--- src/rtl/fetch_stage.sv ---
// Instruction fetch stage: owns the PC, issues credit-limited word reads to
// instruction memory, and queues tagged responses for decode.
module fetch_stage #(
   parameter logic [31:0] RESET_PC  = 32'h0000_0000,
   parameter int          BUF_DEPTH = 2
) (
   input  logic        clk,
   input  logic        rst_n,
   output logic        imem_req_valid,
   input  logic        imem_req_ready,
   output logic [31:0] imem_req_addr,
   input  logic        imem_resp_valid,
   input  logic [31:0] imem_resp_data,
   output logic        instr_valid,
   input  logic        instr_ready,
   output logic [31:0] instr,
   output logic [31:0] instr_pc,
   input  logic        redirect_valid,
   input  logic [31:0] redirect_pc
);

   localparam int            CW      = $clog2(BUF_DEPTH + 1);
   localparam int            PW      = (BUF_DEPTH > 1) ? $clog2(BUF_DEPTH) : 1;
   localparam logic [PW-1:0] LAST    = PW'(BUF_DEPTH - 1);
   localparam logic [CW:0]   DEPTH_C = (CW + 1)'(BUF_DEPTH);

   logic [31:0]   fetch_pc;
   logic [31:0]   buf_pc    [BUF_DEPTH];
   logic [31:0]   buf_instr [BUF_DEPTH];
   logic [31:0]   tag_pc    [BUF_DEPTH];
   logic [PW-1:0] rd_ptr, wr_ptr, tag_rd, tag_wr;
   logic [CW-1:0] count, outstanding, drop;

   logic          pop, req_fire, resp_keep;
   logic [CW:0]   credit;
   logic          unused_low_bits;

   function automatic logic [PW-1:0] next_ptr(input logic [PW-1:0] p);
      return (p == LAST) ? '0 : p + 1'b1;
   endfunction

   assign pop       = instr_valid && instr_ready;
   assign credit    = {1'b0, outstanding} + {1'b0, count} - {{CW{1'b0}}, pop};
   // Gating with rst_n keeps the request quiet while reset is held.
   assign imem_req_valid = rst_n && !redirect_valid && (credit < DEPTH_C);
   assign imem_req_addr  = fetch_pc;
   assign req_fire  = imem_req_valid && imem_req_ready;
   assign resp_keep = imem_resp_valid && (drop == '0) && !redirect_valid;

   assign instr_valid = (count != '0);
   assign instr       = buf_instr[rd_ptr];
   assign instr_pc    = buf_pc[rd_ptr];

   assign unused_low_bits = ^redirect_pc[1:0];

   always_ff @(posedge clk or negedge rst_n) begin
      if (!rst_n) begin
         fetch_pc    <= RESET_PC;
         rd_ptr      <= '0;
         wr_ptr      <= '0;
         tag_rd      <= '0;
         tag_wr      <= '0;
         count       <= '0;
         outstanding <= '0;
         drop        <= '0;
         // NOTE: these arrays are only BUF_DEPTH flops deep, so they are reset
         // to give instr/instr_pc a defined zero value out of reset.
         for (int i = 0; i < BUF_DEPTH; i++) begin
            buf_pc[i]    <= '0;
            buf_instr[i] <= '0;
            tag_pc[i]    <= '0;
         end
      end else begin
         // The tag FIFO tracks the memory, so it advances even across redirects.
         if (req_fire) begin
            tag_pc[tag_wr] <= fetch_pc;
            tag_wr         <= next_ptr(tag_wr);
         end
         if (imem_resp_valid)
            tag_rd <= next_ptr(tag_rd);
         outstanding <= outstanding + CW'(req_fire) - CW'(imem_resp_valid);

         if (redirect_valid) begin
            fetch_pc <= {redirect_pc[31:2], 2'b00};
            count    <= '0;
            rd_ptr   <= '0;
            wr_ptr   <= '0;
            drop     <= outstanding - CW'(imem_resp_valid);
         end else begin
            if (req_fire)
               fetch_pc <= fetch_pc + 32'd4;
            if (imem_resp_valid && (drop != '0))
               drop <= drop - 1'b1;
            if (resp_keep) begin
               buf_pc[wr_ptr]    <= tag_pc[tag_rd];
               buf_instr[wr_ptr] <= imem_resp_data;
               wr_ptr            <= next_ptr(wr_ptr);
            end
            if (pop)
               rd_ptr <= next_ptr(rd_ptr);
            count <= count + CW'(resp_keep) - CW'(pop);
         end
      end
   end

endmodule

--- config.mk ---
export PLATFORM = sky130hd
export DESIGN_NAME = fetch_stage
export DESIGN_NICKNAME = d
export VERILOG_FILES = /design/src/rtl/fetch_stage.sv
export SDC_FILE = /design/constraint.sdc
export NUM_CORES = 1
export LEC_CHECK = 0
export BUFFER_PORTS_ARGS = -buffer_cell sky130_fd_sc_hd__buf_4
export CAP_MARGIN = 30
export CORE_ASPECT_RATIO = 2
export CORE_MARGIN = 2
export CORE_UTILIZATION = 45
export CTS_CLUSTER_DIAMETER = 30
export DETAILED_ROUTE_END_ITERATION = 7
export HOLD_SLACK_MARGIN = 0.02
export PLACE_DENSITY_LB_ADDON = 0.05
export SLEW_MARGIN = 20
export SYNTH_ARGS = -nofsm -noshare
export SYNTH_HDL_FRONTEND = slang
export SYNTH_SLANG_ARGS = --single-unit
--- constraint.sdc ---
create_clock -name clk -period 3.7 [get_ports clk]
set_input_delay 0 -clock clk [delete_from_list [all_inputs] [get_ports clk]]
set_output_delay 0 -clock clk [all_outputs]
set_load 0.05 [all_outputs]
# Word-level counts from Yosys, hierarchy flattened
# Cells that the tools add are included.
# classes
addsub	13
order_cmp	7
muxes	29
bitwise_logic	5
reduce_logical	18
# ops
cell	count
$mux 32	13
$bwmux 64	3
$demux 32 s1	2
$add 32x3->32 const B	1
$reduce_bool 2->1	6
$logic_and 1x1->1	9
$ge 2x2->1 const B	4
$mux 1	8
$not 1->2	4
$mux 2	3
$sub 2x1->2	3
$add 1x1->1 const B	4
$add 2x1->2	2
$lt 2x1->1 const B	2
$add 2x2->3	1
$lt 3x2->1 const B	1
$sub 3x1->3	1
$logic_not 2->1	1
$reduce_and 2->1	1
$sub 2x1->2 const B	1
$logic_not 1->1	1
$not 1->1	1
# word_totals
ff_bits	234
input_bits	70
out_inout_bits	98
word_cells	86

# Logic depth before layout (Yosys ltp)
# Gate-level depths: netlist of the first run.
# depth
ltp_word	8
mapped_depth	15
ltp_nobuf	13

# Worst setup path before layout of the first run
# No wires, ideal clock.
# synth_timing
kind	reg2reg
startpoint	register count[0]
endpoint	register outstanding[1]
setup_ns	0.080
arrival_time_ns	3.348
required_time_ns	3.620
setup_slack_ns	0.272
path_stages_with_launch	16
n_path_buf	2
synth_period_minus_slack_ns	3.428
path_cell_list	dfrtp_1 or2_2 and2_1 ha_1 nand2b_1 fa_1 xor2_1 nor2b_1 buf_2 inv_2 clkbuf_1 ha_1 inv_1 ha_1 xnor2_1 xnor2_1
# synth_via
elab_chain_cells	8
word_cells_on_any_way	9
classes_between	4 x add/sub; 1 x order compare; 4 x reduce/logical
# synth_rtl
element	line	rtl
start, declared	32	logic [CW-1:0] count, outstanding, drop;
start signal, assigned	101	count <= count + CW'(resp_keep) - CW'(pop);
$reduce_bool 2->1	50	assign instr_valid = (count != '0);
named net instr_valid	14	output logic instr_valid,
$logic_and 1x1->1	42	assign pop = instr_valid && instr_ready;
$sub 3x1->3	43	assign credit = {1'b0, outstanding} + {1'b0, count} - {{CW{1'b0}}, pop};
$lt 3x2->1	45	assign imem_req_valid = rst_n && !redirect_valid && (credit < DEPTH_C);
$logic_and 1x1->1	45	
$logic_and 1x1->1	47	assign req_fire = imem_req_valid && imem_req_ready;
$add 2x1->2	81	outstanding <= outstanding + CW'(req_fire) - CW'(imem_resp_valid);
$sub 2x1->2	81	
end signal, assigned	81	
end, declared	32	
# The timed path passes the listed nets, and every way through them passes these cells.
# A chain may end at the register's enable or synchronous reset.

# Final worst setup path of the first run
# layout_timing
startpoint	register count[0]
endpoint	register fetch_pc[3] (netlist: imem_req_addr[3])
# layout_via
elab_chain_cells	7
word_cells_on_any_way	8
classes_between	2 x add/sub; 1 x order compare; 5 x reduce/logical
# layout_rtl
element	line	rtl
branches (longest 2 deep; another with $add 2x2->3)	-	
$sub 3x1->3 (*)	43	
$lt 3x2->1 (*)	45	
$logic_and 1x1->1 (*)	45	
$logic_and 1x1->1 (*)	47	
$reduce_bool 2->1 (no source line) (*)	-	
end signal, assigned	84	fetch_pc <= {redirect_pc[31:2], 2'b00};
end signal, assigned	91	fetch_pc <= fetch_pc + 32'd4;
end, declared	27	logic [31:0] fetch_pc;
# Every way passes the cells marked *.

==> results of run 1 <==
cell families (layout without fill, tap and decap cells):
group | after synthesis | count (layout)
flops | 224 | 224
mux | 213 | 213
simple gates | 196 | 196
compound gates | 123 | 123
buf+inv | 72 | 328
xor+xnor | 14 | 14
fa+ha+maj | 10 | 10
other cells | 1 | 4
what timing repair did:
item,4_1_cts,5_1_grt
endpoints found under the hold margin,166,0
buffers inserted,0,0
hold buffers,75,0
path summary, 6_finish.rpt:
check	startpoint	to
worst max-delay path	count[0]	imem_req_addr[3]
worst min-delay path	rst_n	buf_instr[5]
worst max register to register	count[0]	imem_req_addr[3]
worst min register to register	buf_pc[19]	buf_pc[19]
max in group asynchronous	rst_n	buf_pc[19]
min in group clk	imem_req_ready	tag_wr
final cells by class:
cell class                      count  area [um2]  share of cell area
Clock inverter                     16         153              0.0112
Timing Repair Buffer              251        2140               0.158
Sequential cell                   224        5610               0.412
Tap cell                          276         345              0.0254
Clock buffer                       48        1010              0.0741
Multi-Input combinational cell    560        4300               0.316
Inverter                           13        48.8             0.00359
stage by stage:
stage | cells | worst slack [ns]
6_report | 1388 | 0.257
3_5_place_dp | 1249 | 0.418
2_1_floorplan | 856 | 0.272
3_3_place_gp | 1249 | 0.446
5_1_grt | 1388 | 0.0200
4_1_cts | 1388 | 0.276
power by group through the flow:
| stage | registers [uW] | logic (uW) | clock network, uW |
|---|---|---|---|
| after floorplan | 4100 | 3810 | 0 |
| after global placement | 4130 | 5210 | 0 |
| after detailed placement | 4170 | 5270 | 0 |
| final | 4130 | 5300 | 3190 |
| after CTS | 4140 | 5370 | 3280 |
| after global routing | 4280 | 5680 | 3380 |
registers in the layout, summed over array words and instances (netlist names):
register / cells
tag_wr: 1
tag_rd: 1
outstanding: 2
drop: 2
tag_pc: 60
imem_req_addr: 30
wr_ptr: 1
rd_ptr: 1
buf_pc: 60
count: 2
buf_instr: 64
worst reg2reg max path: stages, from the launching register on:
cell	delay, ns
dfrtp_1	0.39
or2_2	0.31
and2_1	0.20
ha_1	0.27
nand2b_1	0.15
fa_1	0.51
nand4b_1	0.10
nor2b_1	0.20
buf_4	0.26
mux2i_1	0.23
o21ai_0	0.11
dlygate4sd3_1	0.59
metal layers:
metal  vias to the layer above  GRT usage  wire [um]
met1                      3676      0.247       9770
met2                       239      0.372      12900
met4                         0     0.0954        908
met3                        46     0.0356       1280
met5                         -          0          0
li1                       3505          -          -
cells in the final DEF (no fill, tap or decap), drive strengths merged, types with 3 or more instances in the layout:
cell,n
and3,5
o311ai,10
clkinv,7
conb,4
nor4,6
dlygate4sd3,75
clkinvlp,5
nor3,5
inv,15
mux2,182
and4,6
a21oi,39
nor2,51
nand4,11
clkbuf,48
a221o,6
mux2i,31
or2,3
o211ai,3
ha,9
dfrtp,224
a32oi,3
buf,176
nand3,15
xnor2,8
and2,3
nand2,78
xor2,6
or4,4
o21ai,53
==> impl_metrics.ini, run 1 <==
[worst_setup_path]
path_max_fanout = 14
end_kind = flip-flop
critical_path_required_ns = 4.07
start_kind = flip-flop
crit_buf_inv = 2
r2r_slack_ns = 0.26
cp_slowest_stage_delay_ns = 0.59
cp.depth = 11
crit_family = simple AND/OR/NAND/NOR gates
setup.worst_path.class = reg -> reg
slowest_stage = dlygate4sd3_1
rr_worst_depth = 11
worstPathArrival_ns = 3.82
crit_chain = or2_2 > and2_1 > ha_1 > nand2b_1 > fa_1 > nand4b_1 > nor2b_1 > buf_4 > mux2i_1 > o21ai_0 > dlygate4sd3_1

[layout]
fin_nets = 1166
final_core_util = 0.614
n_fill_cell = 1914
antenna_cells = 0
syn2layout_area_growth_pct = 33.5
design_area_um2 = 13600
drive_above_1_share = 0.384

[clock_tree]
numCtsBuffers = 36
clockBufferDepth = 3
tritoncts = yes
cts_sinks = 224
clk_latency_ns = 0.50
path_clk_slew_ns = 0.05
htreeDepth = 2
cts_root_buffer = clkbuf_16
cts_resized = 0

[detailed_routing]
drt_iter0_markers = 344
wl_per_cell_um = 17.9
route.detailed.drc = 0
via_per_inst = 5.38
via_count = 7466
wl_mm = 24.8
ant_nets = 0
drt_first_pass_iters = 4

[yosys]
synthMuxAreaShare = 0.232
synth_top_area_frac = 0.550
netlist_area_um2 = 10200
netlist_instances = 853
post-synth-top-count-cell = dfrtp_1
yosysUniqueCellTypes = 50
syn-mean-instance-area_um2 = 11.9
synth-edff-count = 0
synthArstFlopShare = 1.00
yosys_warnings = 0
synth_ff_type = dfrtp_1
yosys.area_share.simple = 0.0909
synth_top_family_by_area = multiplexers
netlist_top_cells_count = dfrtp_1, mux2_2, nand2_1
synthAdderAreaFrac = 0.0130
yosysSeqAreaShare = 0.550
synth_compound_area_frac = 0.0717
ys_top_cells_by_area = dfrtp_1, mux2_2, mux2i_1
synth_xor_area_frac = 0.0120
ys_ff_latch = 224
synth.largest_area_cell = dfrtp_1

[grt]
grt_pass1_vias = 7758
overflow = 0
grt_max_degree = 161
track_usage = 0.212
grt_pass1_wl_mm = 39.6
antenna_found_initial = 0

[sta]
holdWs_ns = 0.0485
rsz0062_at_grt = no
clock_skew_ns = 0.0165
fin_crit_sh = 0.931
slew_headroom = 0.354
setup_tns_ns = 0
finalHoldViolations = 0
worstMarginPinSlew_ns = 0.969
slew_viol_final = 0
setup_violations = 0
fmax_ghz = 0.290
period_needed_ns = 3.44

[power_and_ir_drop]
power_uw = 12600
p_comb_frac = 0.420
power_frac_seq = 0.327
p_int_uw = 7660
vdd_drop_max_mv = 0.520
p_sw_uw = 4960
p_clk_frac = 0.253
leakage_uw = 0.00629
powerDensity_nw_per_um2 = 927
swShare = 0.393

[run_status]
status = completed

[place]
port_buffers = 161
gp_congestion = 0.865
dp_hpwl_mm = 15.8
place_area_um2 = 11700

[floorplanning]
pin_count = 168
core_area_um2 = 22200
start_util = 0.460
die_area_um2 = 23900
die_x_um = 110
die_h_um = 217
num_rows = 77

[worst_hold_path]
hp-class = in -> async

[job]
drv_cap = 0
Note: power is estimated with default switching activity, not from simulation.
==> run 2: changes to the inputs <==
- PLACE_DENSITY_LB_ADDON: 0.05 -> 0.1
==> run 2 against run 1 <==
Net effect:
- count of clock-buffer cells in the layout fell by 2
- die area unchanged
- flip-flop and latch count stayed put
- non-clock buffer count shrank 2
- routed wire length down 1.9%
- via count shrank 1.3%
- first-iteration DRC count up 2.3%
- clock power about the same
- critical endpoint is now imem_req_addr[25]
- largest cell class unchanged
==> impl_metrics.ini, run 2 (synthesis gave the netlist of run 1 again) <==
[clock_tree]
cts_root_buffer = clkbuf_16
htreeDepth = 2
tritoncts = yes
clk_latency_ns = 0.50
cts_setup_buffers = 0
path_clk_slew_ns = 0.05
cts_sinks = 224
numCtsBuffers = 34
clockBufferDepth = 3

[detailed_routing]
wl_mm = 24.3
via_count = 7371
wl_per_cell_um = 17.6
drt_first_pass_iters = 5
via_per_inst = 5.34
ant_nets = 0
drt_iter0_markers = 352
route.detailed.drc = 0

[worst_setup_path]
crit_chain = or2_2 > and2_1 > ha_1 > nand2b_1 > fa_1 > nand4b_1 > nor2b_2 > inv_2 > nand2_1 > o221ai_1 > dlygate4sd3_1
rr_worst_depth = 11
path_max_fanout = 20
rr_startpoint = count[0]
r2r_slack_ns = 0.33
critical_path_required_ns = 4.07
crit_path_start = count[0]
crit_end = imem_req_addr[25]
end_kind = flip-flop
start_kind = flip-flop
worstPathArrival_ns = 3.75
slowest_stage = dlygate4sd3_1
cp_slowest_stage_delay_ns = 0.59
setup.worst_path.class = reg -> reg
rr_endpoint = imem_req_addr[25]

[grt]
overflow = 0
use_met1 = 0.243
grt_use_met3 = 0.0320
grt_pass1_wl_mm = 39.1
gr-usage-met2 = 0.369
antenna_found_initial = 0
track_usage = 0.207
grt_most_used_layer = met2
grt_pass1_vias = 7581
grt_max_degree = 136

[layout]
design_area_um2 = 13600
top_regs = buf_instr (64), buf_pc (60), tag_pc (60)
fin_nets = 1162
drive_above_1_share = 0.384
largest_register_ff_count = 64
regMostFlops = buf_instr
antenna_cells = 0
final_cell_mix = dfrtp_1, mux2_2, buf_4, nand2_1, dlygate4sd3_1
n_fill_cell = 1853
syn2layout_area_growth_pct = 33.8
layout_commonest_cell = dfrtp_1

[sta]
clock_skew_ns = 0.0136
setup_tns_ns = 0
fin_crit_sh = 0.912
setup_ws_ns = 0.327
slew_viol_final = 0
fmax_ghz = 0.297
slew_headroom = 0.429
finalHoldViolations = 0
rsz0062_at_grt = no
setup_violations = 0
period_needed_ns = 3.37
worstMarginPinSlew_ns = 0.857

[run_status]
status = completed

[power_and_ir_drop]
vdd_drop_max_mv = 0.586
powerDensity_nw_per_um2 = 928
leakage_uw = 0.00630

[floorplanning]
die_x_um = 110
num_rows = 77
start_util = 0.460
die_area_um2 = 23900
die_h_um = 217
pin_count = 168
core_area_um2 = 22200

[worst_hold_path]
hp-class = in -> async

[place]
gp_congestion = 0.884
place_area_um2 = 11700
port_buffers = 161
dp_hpwl_mm = 15.8
pre_cts_slack_ns = 0.245

[job]
drv_cap = 0
==> run 2: cell types whose count changed in the layout (fill, tap and decap cells not counted), sizes merged <==
cell / delta
clkinvlp: -3
clkbuf: -2
clkinv: -2
buf: -1
bufinv: +1
dlygate4sd3: -1
inv: +1
==> run 2: per-layer routing <==
metal | routed length, um | vias to the layer above
met5 | 0 | -
li1 | - | 3498
met2 | 12800 | 219
met1 | 9670 | 3610
met3 | 1190 | 44
met4 | 729 | 0
==> run 2: timing repair <==
action                                  in CTS  in global routing
endpoints found under the setup margin       0                  1
hold endpoints to repair                   191                  0
hold buffers                                75                  0
resized for setup                            0                  1
==> run 2: cell type report <==
cell class / count / area (um2) / share of cell area
clock inverters: 13 / 183 / 0.0134
inverters: 13 / 48.8 / 0.00358
repair buffers: 249 / 2170 / 0.159
clock buffers: 46 / 977 / 0.0717
flip-flops and latches: 224 / 5610 / 0.411
multi-input cells: 560 / 4300 / 0.315
well taps: 276 / 345 / 0.0253
==> run 2: stage by stage <==
step | power [uW] | std cells | utilization | hold slack, ns
final | 12600 | 1381 | 0.615 | 0.0530
after global routing | 13400 | 1381 | 0.615 | 0.0638
after CTS | 12800 | 1380 | 0.614 | 0.0398
after detailed placement | 9450 | 1246 | 0.527 | -0.132
after global placement | 9360 | 1246 | 0.527 | -0.132
after floorplan | 7910 | 856 | - | -0.296
==> run 2: worst min-delay path by stage <==
stage,startpoint,slack (ns),depth (start not counted),endpoint
floorplan,rst_n,-0.30,0,buf_instr[0]
CTS,rst_n,0.04,3,buf_instr[34]
detailed placement,rst_n,-0.13,1,buf_instr[2]
global placement,rst_n,-0.13,1,buf_instr[2]
finish,rst_n,0.05,3,buf_instr[34]
global route,rst_n,0.06,3,buf_instr[34]
==> run 2: worst max-delay path: cells and delay by family (launching register included) <==
| family | cells | cell delay (ns) |
|---|---|---|
| AO/OA/AOI/OAI | 1 | 0.12 |
| adder cells (fa/ha/maj) | 2 | 0.78 |
| buffers and inverters | 2 | 0.80 |
| flip-flops | 1 | 0.39 |
| AND/OR/NAND/NOR | 6 | 1.15 |
==> run 2: power by group <==
part / switching (uW) / internal [uW]
Sequential: 661 / 3480
Combinational: 3160 / 2150
Clock: 1130 / 2070
Total: 4950 / 7700
